==> src/rtl/dm_data_cache_pkg.sv <==
// Shared types and address-field helpers for the direct-mapped data cache.
// Default geometry: 4 words/line, 16 sets, 32-bit byte addresses.
package cache_pkg;

  localparam int DEF_LINE_WORDS = 4;
  localparam int DEF_NUM_SETS   = 16;
  localparam int DEF_ADDR_W     = 32;

  localparam int OFFSET_W  = $clog2(DEF_LINE_WORDS);
  localparam int INDEX_W   = $clog2(DEF_NUM_SETS);
  localparam int TAG_W     = DEF_ADDR_W - INDEX_W - OFFSET_W - 2;
  localparam int LINE_BITS = 32 * DEF_LINE_WORDS;

  typedef enum logic [1:0] {
    IDLE      = 2'd0,
    WRITEBACK = 2'd1,
    FILL      = 2'd2
  } cache_state_e;

  // Generic bit-field extract; callers cast the result down to the field width.
  function automatic logic [63:0] addr_field(input logic [63:0] a, input int lsb, input int width);
    return (a >> lsb) & ((64'd1 << width) - 64'd1);
  endfunction

  function automatic logic [63:0] addr_offset(input logic [63:0] a, input int offset_w);
    return addr_field(a, 2, offset_w);
  endfunction

  function automatic logic [63:0] addr_index(input logic [63:0] a, input int offset_w, input int index_w);
    return addr_field(a, offset_w + 2, index_w);
  endfunction

  function automatic logic [63:0] addr_tag(input logic [63:0] a, input int offset_w, input int index_w,
                                           input int tag_w);
    return addr_field(a, offset_w + index_w + 2, tag_w);
  endfunction

endpackage

==> src/rtl/dm_data_cache_line_array.sv <==
// Tag/valid/dirty/data storage for the cache: combinational read by index,
// word write and whole-line fill on posedge, async clear of valid/dirty only.
module cache_line_array #(
  parameter int LINE_WORDS = 4,
  parameter int NUM_SETS   = 16,
  parameter int TAG_W      = 24
) (
  input  logic                        clk,
  input  logic                        reset,
  input  logic [$clog2(NUM_SETS)-1:0] index_i,
  output logic [TAG_W-1:0]            tag_o,
  output logic                        valid_o,
  output logic                        dirty_o,
  output logic [32*LINE_WORDS-1:0]    line_o,
  input  logic                        wr_en_i,
  input  logic [$clog2(LINE_WORDS)-1:0] wr_offset_i,
  input  logic [31:0]                 wr_word_i,
  input  logic                        fill_en_i,
  input  logic [TAG_W-1:0]            fill_tag_i,
  input  logic [32*LINE_WORDS-1:0]    fill_line_i
);

  localparam int LINE_W = 32 * LINE_WORDS;

  logic [TAG_W-1:0]    tag_q   [NUM_SETS];
  logic [LINE_W-1:0]   data_q  [NUM_SETS];
  logic [NUM_SETS-1:0] valid_q;
  logic [NUM_SETS-1:0] dirty_q;

  assign tag_o   = tag_q[index_i];
  assign line_o  = data_q[index_i];
  assign valid_o = valid_q[index_i];
  assign dirty_o = dirty_q[index_i];

  always_ff @(posedge clk or negedge reset) begin
    if (!reset) begin
      valid_q <= '0;
      dirty_q <= '0;
    end else if (fill_en_i) begin
      valid_q[index_i] <= 1'b1;
      dirty_q[index_i] <= 1'b0;
    end else if (wr_en_i) begin
      dirty_q[index_i] <= 1'b1;
    end
  end

  // Payload arrays are deliberately left out of reset; valid gates their use.
  always_ff @(posedge clk) begin
    if (fill_en_i) begin
      data_q[index_i] <= fill_line_i;
      tag_q[index_i]  <= fill_tag_i;
    end else if (wr_en_i) begin
      data_q[index_i][32*wr_offset_i +: 32] <= wr_word_i;
    end
  end

endmodule

==> src/rtl/dm_data_cache.sv <==
// Direct-mapped, write-back, write-allocate data cache for the MEM stage.
// CPU responder handshake on one side, line-wide req/ack backing-memory port on the other.
module dm_data_cache
  import cache_pkg::*;
#(
  parameter int LINE_WORDS = DEF_LINE_WORDS,
  parameter int NUM_SETS   = DEF_NUM_SETS,
  parameter int ADDR_W     = DEF_ADDR_W
) (
  input  logic                     clk,
  input  logic                     reset,
  input  logic                     is_input_valid,
  input  logic                     mem_rw,
  input  logic [ADDR_W-1:0]        addr,
  input  logic [31:0]              din,
  output logic                     is_ready,
  output logic                     is_output_valid,
  output logic                     is_hit,
  output logic [31:0]              dout,
  output logic                     mem_req,
  output logic                     mem_we,
  output logic [ADDR_W-1:0]        mem_addr,
  output logic [32*LINE_WORDS-1:0] mem_wdata,
  input  logic [32*LINE_WORDS-1:0] mem_rdata,
  input  logic                     mem_ack,
  output logic [31:0]              hit_count,
  output logic [31:0]              miss_count
);

  // state     | meaning
  // IDLE      | accepting requests; hits complete combinationally
  // WRITEBACK | dirty victim line being written to backing memory
  // FILL      | requested line being fetched from backing memory

  localparam int OFS_W    = $clog2(LINE_WORDS);
  localparam int IDX_W    = $clog2(NUM_SETS);
  localparam int TAG_BITS = ADDR_W - IDX_W - OFS_W - 2;
  localparam int LINE_W   = 32 * LINE_WORDS;

  cache_state_e state_q, state_d;
  logic [31:0]  hit_q, hit_d, miss_q, miss_d;

  logic [OFS_W-1:0]    req_offset;
  logic [IDX_W-1:0]    req_index;
  logic [TAG_BITS-1:0] req_tag;
  logic [TAG_BITS-1:0] line_tag;
  logic                line_valid, line_dirty;
  logic [LINE_W-1:0]   line_data;
  logic                tag_match;
  logic                wr_en, fill_en, cnt_hit, cnt_miss;

  assign req_offset = OFS_W'(addr_offset(64'(addr), OFS_W));
  assign req_index  = IDX_W'(addr_index(64'(addr), OFS_W, IDX_W));
  assign req_tag    = TAG_BITS'(addr_tag(64'(addr), OFS_W, IDX_W, TAG_BITS));

  cache_line_array #(
    .LINE_WORDS(LINE_WORDS),
    .NUM_SETS  (NUM_SETS),
    .TAG_W     (TAG_BITS)
  ) u_lines (
    .clk        (clk),
    .reset      (reset),
    .index_i    (req_index),
    .tag_o      (line_tag),
    .valid_o    (line_valid),
    .dirty_o    (line_dirty),
    .line_o     (line_data),
    .wr_en_i    (wr_en),
    .wr_offset_i(req_offset),
    .wr_word_i  (din),
    .fill_en_i  (fill_en),
    .fill_tag_i (req_tag),
    .fill_line_i(mem_rdata)
  );

  assign tag_match = line_valid && (line_tag == req_tag);
  assign is_hit    = is_input_valid && tag_match;
  assign dout      = is_hit ? line_data[32*req_offset +: 32] : 32'd0;
  assign mem_wdata = line_data;
  assign mem_addr  = (state_q == WRITEBACK) ? {line_tag, req_index, {(OFS_W+2){1'b0}}}
                                            : {req_tag,  req_index, {(OFS_W+2){1'b0}}};
  assign hit_count  = hit_q;
  assign miss_count = miss_q;

  always_ff @(posedge clk or negedge reset) begin
    if (!reset) begin
      state_q <= IDLE;
      hit_q   <= '0;
      miss_q  <= '0;
    end else begin
      state_q <= state_d;
      hit_q   <= hit_d;
      miss_q  <= miss_d;
    end
  end

  always_comb begin
    state_d = state_q;
    unique case (state_q)
      IDLE: begin
        if (is_input_valid && !tag_match) begin
          state_d = (line_valid && line_dirty) ? WRITEBACK : FILL;
        end
      end
      WRITEBACK: if (mem_ack) state_d = FILL;
      FILL:      if (mem_ack) state_d = IDLE;
      default:   state_d = IDLE;
    endcase
  end

  always_comb begin
    is_ready        = 1'b0;
    is_output_valid = 1'b0;
    mem_req         = 1'b0;
    mem_we          = 1'b0;
    wr_en           = 1'b0;
    fill_en         = 1'b0;
    cnt_hit         = 1'b0;
    cnt_miss        = 1'b0;
    unique case (state_q)
      IDLE: begin
        is_ready        = 1'b1;
        is_output_valid = !(is_input_valid && !is_hit);
        wr_en           = is_hit && mem_rw;
        cnt_hit         = is_hit;
        cnt_miss        = is_input_valid && !is_hit;
      end
      WRITEBACK: begin
        mem_req = 1'b1;
        mem_we  = 1'b1;
      end
      FILL: begin
        mem_req = 1'b1;
        fill_en = mem_ack;
      end
      default: ;
    endcase
  end

  always_comb begin
    hit_d  = hit_q  + {31'd0, cnt_hit};
    miss_d = miss_q + {31'd0, cnt_miss};
  end

endmodule

==> config.mk <==
export PLATFORM = sky130hd
export DESIGN_NAME = dm_data_cache
export DESIGN_NICKNAME = d
export VERILOG_FILES = /design/src/rtl/dm_data_cache_pkg.sv /design/src/rtl/dm_data_cache_line_array.sv /design/src/rtl/dm_data_cache.sv
export SDC_FILE = /design/constraint.sdc
export NUM_CORES = 2
export LEC_CHECK = 0
export CAP_MARGIN = 5
export CORE_MARGIN = 8
export CORE_UTILIZATION = 44
export CTS_BUF_LIST = sky130_fd_sc_hd__clkbuf_4 sky130_fd_sc_hd__clkbuf_8
export CTS_CLUSTER_SIZE = 20
export DETAILED_ROUTE_END_ITERATION = 10
export PLACE_DENSITY = 0.71
export SETUP_SLACK_MARGIN = 0.02
export SKIP_CTS_REPAIR_TIMING = 1
export SYNTH_ARGS = -nofsm -noshare
export SYNTH_HDL_FRONTEND = slang
export SYNTH_SLANG_ARGS = --single-unit
export TNS_END_PERCENT = 5
==> constraint.sdc <==
create_clock -name clk -period 4.5 [get_ports clk]
set_input_delay 0.675 -clock clk [delete_from_list [all_inputs] [get_ports clk]]
set_output_delay 0.675 -clock clk [all_outputs]
set_load 0.02 [all_outputs]
==> results.yml <==
worst_setup_path:
  start_kind: "flip-flop"
  worst-setup-path-type: "reg -> out"
  worstReg2RegEnd: "u_lines.data_q[6][115]"
  cp.required_ns: 3.83
  endpoint_kind: "output port"
  reg2reg_depth: 18
  r2r_start: "u_lines.tag_q[11][7]"
  worstPathArrival_ns: 4.26
  crit_fanout: 8
  r2r_slack_ns: 0.22
sta:
  worst_slack_ns: -0.439
  fmaxAchievable_mhz: 202
  fin_crit_sh: 1.10
  maxSlewHeadroom: 0.319
  tightest_slew_ns: 1.02
  hold_viol: 0
  rsz0062_at_grt: "true"
  hold_slack_ns: 0.262
  finalMaxSlewViolations: 0
  setup_viol: 33
  finClkSkew_ns: 0.0926
  period_needed_ns: 4.94
cells_and_area:
  fin_nets: 6058
  syn2layout_area_growth_pct: 23.0
  final_area_mm2: 0.123
  final_util: 0.543
  drive_above_1_share: 0.376
clock_tree:
  cts_sinks: 2530
  ctsRootBufferMaster: "clkbuf_8"
  insertion_delay_ns: 1.11
  clock_path_buffers: 4
  cts_made_buffers: 407
  cts_tree: "yes"
  htreeDepth: 5
  clk_pin_slew_worst_paths_ns: 0.06
routing:
  drt_first_pass_iters: 7
  wirelength_mm: 293
  num_vias: 53300
  drt_iter0_drc: 6465
  drc: 0
  final_antenna_net_count: 0
  routedWlPerCell_um: 31.9
  vias_per_cell: 5.81
floorplan:
  row_count: 175
  core_area_mm2: 0.227
  dieWidth_um: 493
  dieArea_mm2: 0.243
  start_util: 0.442
  die_y_um: 493
  io_pins: 458
logic_synthesis:
  ys.flop_type: "edfxtp_1"
  syn_avg_cell_area_um2: 22.1
  synth-edff-count: 2432
  synth_cells: 4537
  ys_seq_area_frac: 0.753
  ys_warn_count: 0
  ys_ff_latch: 2530
  synth_area_mm2: 0.100
  synth.distinct_cells: 59
  async_flop_share: 0.0387
grt:
  antenna_found_initial: 12
  overflow: 0
  grt_pass1_wl_mm: 408
  gr-usage-all-layers: 0.235
  grt_pass1_vias: 54800
  grt_max_degree: 73
status:
  violations: "setup timing"
  status: "finished, violations left"
power_and_ir_drop:
  peakVddDrop_uv: 345
  switchingPower_uw: 11900
  switching_share: 0.235
  p_clk_frac: 0.378
  p_per_area_mw_per_mm2: 411
  seqPwrFrac: 0.522
  power_leakage_uw: 0.0419
  p_int_uw: 38800
  power_frac_comb: 0.100
placed_design:
  gp_congestion: 0.841
  postPlaceCellArea_mm2: 0.115
  post-place-ws_ns: -0.742
  dpl.hpwl_mm: 191
  io_buffer_count: 451
run:
  cap_violations: 0
hold_path:
  hp-class: "in -> async"
state kept, by name, indices dropped and copies added, names as in the netlist, named ones only:
signal	count
u_lines.valid_q	16
hit_count	32
miss_count	32
u_lines.data_q	2048
u_lines.tag_q	384
state_q	2
worst max-delay path: stages, from the launching register on:
cell       delay, ns
edfxtp_1        0.36
mux4_2          0.48
mux2i_2         0.23
buf_4           0.17
o32ai_2         0.07
o41ai_2         0.37
buf_4           0.20
nand2_4         0.05
nor4_4          0.26
nand4_2         0.13
buf_6           0.17
clkinv_8        0.09
buf_16          0.18
clkbuf_16       0.19
and2_4          0.14
buf_6           0.11
layout make-up:
type | instances | area [um^2]
Antenna cell | 13 | 32.5
Clock buffer | 523 | 6520
Clock inverter | 188 | 1240
Fill cell | 16900 | 104000
Inverter | 149 | 572
Multi-Input combinational cell | 1618 | 23900
Sequential cell | 2530 | 75500
Tap cell | 3009 | 3760
Timing Repair Buffer | 1143 | 11800
cells in the mapped netlist (13+ instances only):
| cell | instances | area [um^2] |
|---|---|---|
| mux4_2 | 772 | 17400 |
| buf_2 | 60 | 300 |
| inv_1 | 148 | 556 |
| and2_1 | 38 | 238 |
| and3_1 | 14 | 87.6 |
| buf_4 | 13 | 97.6 |
| nand2_1 | 191 | 717 |
| or2_2 | 17 | 106 |
| nor2_1 | 112 | 420 |
| xor2_1 | 23 | 201 |
| dfrtp_1 | 98 | 2450 |
| clkbuf_1 | 131 | 492 |
| o22a_1 | 16 | 140 |
| buf_1 | 28 | 105 |
| xnor2_1 | 65 | 569 |
| nor3_1 | 24 | 120 |
| mux2i_1 | 181 | 1810 |
| o21ai_0 | 14 | 70.1 |
| mux2_2 | 24 | 270 |
| nand3_1 | 33 | 165 |
| edfxtp_1 | 2432 | 73000 |
worst max path at each step:
stage                     depth (start not counted)                endpoint            startpoint  slack, ns
after floorplan                                  13  u_lines.data_q[5][100]               addr[5]      -0.41
after global placement                           19          miss_count[31]               addr[5]      -0.70
after detailed placement                         18          miss_count[31]               addr[5]      -0.74
after CTS                                        15                dout[26]  u_lines.tag_q[11][7]      -1.07
after global routing                             15                 dout[5]   u_lines.tag_q[8][7]      -0.67
final                                            15                 dout[5]  u_lines.tag_q[11][7]      -0.44
cells by family (layout without fill, tap and decap cells):
| kind of cell | count (synthesis) | count (layout) | share of synthesized area |
|---|---|---|---|
| and+or+nand+nor | 462 | 462 | 0.0211 |
| DFF | 2530 | 2530 | 0.753 |
| adders and majority gates | 12 | 12 | 0.00150 |
| buffers and inverters | 392 | 2003 | 0.0171 |
| other | 1 | 17 | 0.0000374 |
| xor gates and xnor gates | 88 | 88 | 0.00769 |
| AOI/OAI and AO/OA | 74 | 74 | 0.00542 |
| muxes | 978 | 978 | 0.194 |
through the flow:
step | TNS [ns] | std cells | power (uW)
after floorplan | -420.07 | 4540 | 29200
after global placement | -1796.58 | 8445 | 31900
after detailed placement | -1807.98 | 8445 | 32000
after CTS | -33.70 | 9156 | 51000
after global routing | -20.32 | 9164 | 52200
final | -12.52 | 9173 | 50700
power by group through the flow:
| stage | sequential (uW) | clock (uW) | combinational, uW |
|---|---|---|---|
| after CTS | 26500 | 19500 | 5030 |
| after global routing | 26500 | 20500 | 5230 |
| final | 26500 | 19200 | 5050 |
| after detailed placement | 26900 | 0 | 5010 |
| after global placement | 26900 | 0 | 4950 |
| after floorplan | 26900 | 0 | 2260 |
routing by layer:
layer  up-vias  GRT usage  share of wire
met1     28100      0.302           0.36
met5         -          0              0
met2      3178      0.373           0.47
met4         0      0.113          0.054
met3       542     0.0670           0.11
li1      21500          -              -
cell usage in the layout (no fill, tap or decap), drive strengths merged, types with 7 or more instances in the layout:
cell / n
a22oi: 11
a31oi: 7
and2: 38
and3: 14
buf: 756
bufinv: 16
clkbuf: 527
clkdlybuf4s50: 382
clkinv: 163
clkinvlp: 8
dfrtp: 98
diode: 13
edfxtp: 2432
ha: 12
inv: 150
mux2: 24
mux2i: 182
mux4: 772
nand2: 191
nand3: 33
nor2: 112
nor3: 24
o21ai: 15
o22a: 16
or2: 18
xnor2: 65
xor2: 23
(Power assumes the default switching activity.)
